$ cat config.mk
export PLATFORM = sky130hd
export DESIGN_NAME = mem_align_unit
export DESIGN_NICKNAME = d
export VERILOG_FILES = /design/src/rtl/mem_align_unit.sv
export SDC_FILE = /design/constraint.sdc
export NUM_CORES = 1
export LEC_CHECK = 0
export ABC_AREA = 1
export BUFFER_PORTS_ARGS = -buffer_cell sky130_fd_sc_hd__buf_2
export CAP_MARGIN = 10
export CELL_PAD_IN_SITES_DETAIL_PLACEMENT = 2
export CELL_PAD_IN_SITES_GLOBAL_PLACEMENT = 2
export CORE_MARGIN = 2
export CORE_UTILIZATION = 27
export DETAILED_ROUTE_END_ITERATION = 8
export GPL_TIMING_DRIVEN = 0
export PLACE_DENSITY_LB_ADDON = 0.1
export SLEW_MARGIN = 20
export SYNTH_ARGS = -nofsm -noshare
export SYNTH_HDL_FRONTEND = slang
export SYNTH_SLANG_ARGS = --single-unit
$ cat constraint.sdc
create_clock -name clk -period 13.4 [get_ports clk]
set_input_delay 4.02 -clock clk [delete_from_list [all_inputs] [get_ports clk]]
set_output_delay 4.02 -clock clk [all_outputs]
set_load 0.02 [all_outputs]
$ cat src/rtl/mem_align_unit.sv
// mem_align_unit: byte-addressed load/store aligner in front of a word-wide data memory.
// Accesses that cross a word boundary are split over two cycles with a one-cycle stall.
module mem_align_unit (
    input  logic        clk,
    input  logic        rst,
    input  logic        req_valid,
    input  logic        req_we,
    input  logic [2:0]  req_type,
    input  logic [31:0] req_addr,
    input  logic [31:0] req_wdata,
    output logic [31:0] mem_addr,
    output logic [3:0]  mem_we,
    output logic [31:0] mem_wdata,
    input  logic [31:0] mem_rdata,
    output logic        rsp_valid,
    output logic [31:0] rsp_rdata,
    output logic        stall,
    output logic [15:0] split_cnt
);
    typedef enum logic {IDLE, SECOND} state_t;

    state_t      r_state, w_next;
    logic [31:0] r_hold;
    logic [15:0] r_split_cnt;

    logic [31:0] w_a0, w_a1;
    logic [1:0]  w_o, w_k;
    logic [2:0]  w_n, w_end;
    logic [3:0]  w_mask;
    logic [4:0]  w_lsh;
    logic [5:0]  w_rsh;
    logic        w_split;

    function automatic logic [31:0] extend(input logic [2:0] t, input logic [31:0] d);
        return t == 3'd1 ? {{16{d[15]}}, d[15:0]} :
               t == 3'd2 ? {16'b0, d[15:0]} :
               t == 3'd3 ? {{24{d[7]}}, d[7:0]} :
               t == 3'd4 ? {24'b0, d[7:0]} : d;
    endfunction

    assign w_a0    = {req_addr[31:2], 2'b00};
    assign w_a1    = w_a0 + 32'd4;
    assign w_o     = req_addr[1:0];
    assign w_n     = (req_type == 3'd1 || req_type == 3'd2) ? 3'd2 :
                     (req_type == 3'd3 || req_type == 3'd4) ? 3'd1 : 3'd4;
    assign w_mask  = w_n == 3'd4 ? 4'hF : w_n == 3'd2 ? 4'h3 : 4'h1;
    assign w_end   = {1'b0, w_o} + w_n;
    assign w_split = w_end > 3'd4;
    // Bytes spilling into the next word: w_end is 5..7 when split, so its low bits are k.
    assign w_k     = w_end[1:0];
    assign w_lsh   = {w_o, 3'b000};
    assign w_rsh   = 6'd32 - {1'b0, w_lsh};
    assign split_cnt = r_split_cnt;

    always_comb begin
        mem_addr  = w_a0;
        mem_we    = 4'b0;
        mem_wdata = req_wdata << w_lsh;
        rsp_valid = 1'b0;
        rsp_rdata = 32'b0;
        stall     = 1'b0;
        w_next    = IDLE;
        if (r_state == SECOND) begin
            mem_addr  = w_a1;
            mem_wdata = req_wdata >> w_rsh;
            if (req_valid) begin
                mem_we    = req_we ? (4'b1 << w_k) - 4'd1 : 4'b0;
                rsp_valid = 1'b1;
                rsp_rdata = req_we ? 32'b0 : extend(req_type, r_hold | (mem_rdata << w_rsh));
            end
        end else if (req_valid) begin
            if (w_split) begin
                mem_we = req_we ? 4'hF << w_o : 4'b0;
                stall  = 1'b1;
                w_next = SECOND;
            end else begin
                mem_we    = req_we ? w_mask << w_o : 4'b0;
                rsp_valid = 1'b1;
                rsp_rdata = req_we ? 32'b0 : extend(req_type, mem_rdata >> w_lsh);
            end
        end
        if (rst) begin
            mem_addr  = 32'b0;
            mem_we    = 4'b0;
            mem_wdata = 32'b0;
            rsp_valid = 1'b0;
            rsp_rdata = 32'b0;
            stall     = 1'b0;
            w_next    = IDLE;
        end
    end

    always_ff @(posedge clk or posedge rst) begin
        if (rst) begin
            r_state     <= IDLE;
            r_hold      <= 32'b0;
            r_split_cnt <= 16'b0;
        end else begin
            r_state <= w_next;
            if (r_state == IDLE && req_valid && w_split) begin
                r_hold      <= mem_rdata >> w_lsh;
                r_split_cnt <= r_split_cnt + 16'd1;
            end
        end
    end
endmodule
==> Word-level counts from Yosys, hierarchy flattened <==
Cells that the tools add are included.
W data, S select, Z words.
{ "classes": {"div_mod_pow": 0, "n_lt_le_gt_ge": 1, "addsub": 5, "n_bitwise": 2, "mul": 0, "n_reduce_logical": 4, "n_mux": 40, "n_eq_ne": 6, "shift": 7} }
{ "op_table": {"columns": ["cell", "n"], "rows": [
  ["$mux W32", 19],
  ["$mux W4", 9],
  ["$add A32 B3 Y32 const B", 1],
  ["$or A32 B32 Y32", 1],
  ["$shl A32 B5 Y32", 1],
  ["$shl A32 B6 Y32", 1],
  ["$shr A32 B5 Y32", 1],
  ["$shr A32 B6 Y32", 1],
  ["$add A16 B1 Y16 const B", 1],
  ["$eq A3 B2 Y1 const B", 3],
  ["$mux W1", 9],
  ["$eq A3 B3 Y1 const B", 2],
  ["$mux W3", 2],
  ["$sub A6 B5 Y6 const A", 1],
  ["$shl A1 B2 Y4 const A", 1],
  ["$shl A4 B2 Y4", 1],
  ["$shl A4 B2 Y4 const A", 1],
  ["$sub A4 B1 Y4 const B", 1],
  ["$add A2 B3 Y3", 1],
  ["$eq A3 B1 Y1 const B", 1],
  ["$gt A3 B3 Y1 const B", 1],
  ["$logic_and A1 B1 Y1", 2],
  ["$logic_or A1 B1 Y1", 2],
  ["$mux W2", 1],
  ["$not A1 Y1", 1]
]} }
{ "totals": {"mem_bits_ro": 0, "out_inout_bits": 118, "inputBits": 103, "mem_bits_rw": 0, "latchBits": 0, "ff_bits": 49, "n_memories": 0} }

==> Depth between registers and ports, before layout <==
{ "depth": {"word_depth": 13, "mapped_depth": 14, "ltp_nobuf": 13} }

==> Worst setup path after synthesis <==
OpenSTA, ideal clock, no wires.
{ "synth_path": {"kind": "input to output", "start": "input port req_addr[1]", "end": "output port mem_wdata[31]", "required_time_ps": 9380, "n_path_buf": 5, "cell_stages": 10, "t_arrival_ps": 6553, "setup_slack_ps": 2827, "path_cell_list": "buf_2 > inv_1 > clkbuf_1 > clkbuf_1 > ha_1 > nor2_1 > clkbuf_1 > buf_1 > a21oi_1 > nor3_1"} }
{ "synth_between": {"elab_chain_len": 4, "elab_cells_between_ends": 5} }
{ "synth_rtl": {"columns": ["element", "line_no", "rtl"], "rows": [
  ["start: declaration", "9", "input logic [31:0] req_addr,"],
  ["$sub A6 B5 Y6", "52", "assign w_rsh = 6'd32 - {1'b0, w_lsh};"],
  ["$shr A32 B6 Y32", "65", "mem_wdata = req_wdata >> w_rsh;"],
  ["$mux W32 (*)", "63", "if (r_state == SECOND) begin"],
  ["$mux W32 (*)", "82", "if (rst) begin"],
  ["end: declaration", "13", "output logic [31:0] mem_wdata,"]
]} }
Every way passes the cells marked *; elsewhere a longest branch is shown, timed or not.

==> Worst setup path after layout <==
Same ends and word-level chain as after synthesis.

==> summary.md <==
| Metric | Value |
|---|---|
| Yosys top cell by area | nand2_1 |
| Htree depth | 2 |
| Num CTS Buffers | 5 |
| Required @ worst endpoint | 9.38 ns |
| DR iter-0 viols | 456 |
| Met1 WL | 16.39 mm |
| Initial Utilization | 0.2736 |
| Sequence of cells on the critical path | buf_2 -> buf_2 -> inv_1 -> clkbuf_1 -> clkbuf_1 -> ha_1 -> nor2_1 -> clkbuf_1 -> buf_1 -> a21oi_1 -> nor3_1 -> buf_2 |
| Post-Syn Area | 6850 sq um |
| Die Span Y | 163.3 um |
| Peak Freq | 83.41 MHz |
| Synth-to-layout area growth | 24.51% |
| Count of pins over their slew limit | 0 |
| Setup Fix Bufs, Post-CTS | 0 |
| Final Hold Vio Count | 0 |
| Nets | 1,599 |
| Max Used Layer | met5 |
| Worst Path Arrival | 7.97 ns |
| Top post-synthesis cells by area | nand2_1 (21%), dfrtp_1 (18%), a21oi_1 (8.0%) |
| Post-DRT Antenna Nets | 0 |
| YS warnings | 0 |
| # DRC | 0 |
| CP Capture Type | primary output |
| Worst Max-Slew Pin Slew | 0.9324 ns |
| Largest net degree at the start of global routing | 32 |
| Combinational share of power | 0.546 |
| Chip width | 163.3 um |
| Ys async rst share | 1.000 |
| Sw Ratio | 0.5027 |
| Initial antenna violation count | 1 |
| Worst hold margin | 0.4891 ns |
| Power share of the clock group | 0.174 |
| Bufs and invs on worst path | 8 |
| Count of different cell masters after synthesis | 44 |
| Met3 wire length | 1.689 mm |
| Max Buffers Root-to-Sink | 2 |
| # port buffers | 217 |
| CP max stage cell | clkbuf_1 |
| Flop pwr share | 0.281 |
| Final Critical Period | 11.99 ns |
| Setup crit start kind | primary input |
| Critical path fanouts, max | 11 |
| Top Ports | 221 |
| Number of clock sinks | 49 |
| Post-detail-place hpwl | 30.75 mm |
| Standard-cell rows | 58 |
| Layout cells sized above 1 | 0.1824 |
| Pleak | 0.004595 uW |
| PwrDens | 94.17 nW/um^2 |
| Post_cts resized | 0 |
| Total track usage | 0.2796 |
| Max VDD drop | 75.18 uV |
| Avg Cell Area, Syn | 5.420 sq um |
| Clock slew at reported path FFs | 0.07 ns |
| Root buffer cell | clkbuf_16 |
| Seq cells post-synth | 49 |
| Post-Syn Instances | 1,264 |
| Max-slew headroom | 0.3742 |
| Vias in the first global route | 10.01k |
| Max_cap viols | 0 |
| Final setup TNS | 0 ns |
| Wire length per cell | 20.46 um |
| Status | completed |
| # hold bufs at CTS | 0 |
| Grt total ovfl | 0 |
| TritonCTS clock tree | yes |
| Setup Skew | 0.006486 ns |
| Synth top area share | 0.2077 |
| Drt pass-1 iters | 5 |
| Crit path max-delay family | buffers and inverters |
| Vias per cell | 5.259 |
| Final Wtd Congestion | 0.9394 |
| Seq/Total Area, Yosys | 0.1790 |
| Cell Int Power | 399.5 uW |
| Via count | 9,582 |
| Worst min-delay path class | reg -> reg |
| Die area | 26,660 sq um |
| Area of the core | 25,040 sq um |
| Switch Pwr | 403.7 uW |
| EDFF count, synth | 0 |
| Tcrit/Tclk final | 0.8947 |
| Total Wirelength | 37.29 mm |
| Max incr delay on CP | 0.59 ns |
| Most used flip-flop cell after synthesis | dfrtp_1 |
| Setup violations, final | 0 |
| RSZ-0062 raised after global routing | false |
| Met2 WL | 18.17 mm |
| Clock latency on the worst-skew pair | 0.31 ns |
| Crit path kind | in -> out |
| First-pass GRT wire length | 57.53 mm |
## path summary, 6_finish.rpt
kind / startpoint / end / slack [ns] / cells after the start
setup reg to reg: split_cnt[0] / split_cnt[14] / 11.81 / 7
max in group asynchronous: rst / r_hold[2] / 8.58 / 4
min in group asynchronous: rst / r_hold[7] / 4.28 / 3
setup / recovery: req_addr[1] / mem_wdata[31] / 1.41 / 12
hold / removal: r_hold[25] / r_hold[25] / 0.49 / 2
hold reg to reg: r_hold[25] / r_hold[25] / 0.49 / 2
## stage by stage
stage	instances	worst slack, ns	power (uW)	utilization	cell area (sq um)
after floorplan	1265	2.827	496.1	-	6854
after global placement	1812	1.365	650.7	0.3336	8353
after detailed placement	1813	1.483	667.5	0.3346	8377
after CTS	1821	1.492	810.2	0.3406	8527
after global routing	1821	1.176	863.7	0.3406	8527
final	1822	1.412	803.2	0.3407	8529
## cells in the final DEF, fill, tap and decap left out, types with 5 or more instances in the layout
cell type | Yosys | routed
nand3_1 | 80 | 80
xor2_1 | 15 | 15
clkbuf_16 | 0 | 5
o31ai_1 | 8 | 8
a211o_1 | 7 | 7
inv_1 | 123 | 123
a21oi_1 | 109 | 109
o211ai_1 | 8 | 8
buf_1 | 7 | 7
ha_1 | 5 | 5
o21ai_1 | 20 | 20
o21ai_0 | 89 | 89
nand4_1 | 32 | 32
dfrtp_1 | 49 | 49
buf_4 | 9 | 9
a221oi_1 | 9 | 9
o21a_1 | 7 | 7
nor3_1 | 49 | 49
clkbuf_1 | 44 | 43
a21o_1 | 7 | 7
nand2_1 | 379 | 379
nor2_1 | 141 | 141
and2_1 | 7 | 7
o22ai_1 | 8 | 8
buf_2 | 21 | 238
## worst register-to-register path, cell delays in order, from the launching register on
cell	delay [ns]
dfrtp_1	0.44
ha_1	0.26
nand3_1	0.17
nor2_1	0.20
nand4_1	0.14
xor2_1	0.16
nand2_1	0.06
o21ai_1	0.06
## Yosys cell counts, types with 15 or more instances
| cell | instances |
|---|---|
| nand2_1 | 379 |
| nor2_1 | 141 |
| inv_1 | 123 |
| a21oi_1 | 109 |
| o21ai_0 | 89 |
| nand3_1 | 80 |
| dfrtp_1 | 49 |
| nor3_1 | 49 |
| clkbuf_1 | 44 |
| nand4_1 | 32 |
| buf_2 | 21 |
| o21ai_1 | 20 |
| xor2_1 | 15 |
## cell families after synthesis
kind of cell | count (synthesis) | share of synthesized area
and+or+nand+nor | 702 | 0.4323
other | 1 | 0.0005474
buffers and inverters | 210 | 0.1266
adders and majority gates | 6 | 0.01205
xor gates and xnor gates | 17 | 0.02174
DFF | 49 | 0.1790
AOI/OAI and AO/OA | 279 | 0.2278
## power groups by stage
stage	registers (uW)	clock network (uW)	logic [uW]
6_report	226	139	438
5_1_grt	232	147	485
3_5_place_dp	228	0	439
2_1_floorplan	244	0	252
4_1_cts	226	143	441
3_3_place_gp	226	0	425
## registers in the layout, summed over array words and instances, names as in the netlist
register,cells
r_hold,32
r_state,1
split_cnt,16
## routing by layer
layer,global-route usage,vias up
li1,-,4603
met2,0.4942,237
met1,0.3594,4694
met5,0,-
met3,0.02641,46
met4,0.08286,2
## cell type report
type	count	area, sq um
Clock buffer	5	125.1
Clock inverter	3	25.02
Sequential cell	49	1226
Timing Repair Buffer	218	1106
Multi-Input combinational cell	1006	4761
Antenna cell	1	2.502
Fill cell	3341	16510
Buffer	84	395.4
Inverter	126	475.5
Tap cell	330	412.9
Note: power is estimated with default switching activity, not from simulation.
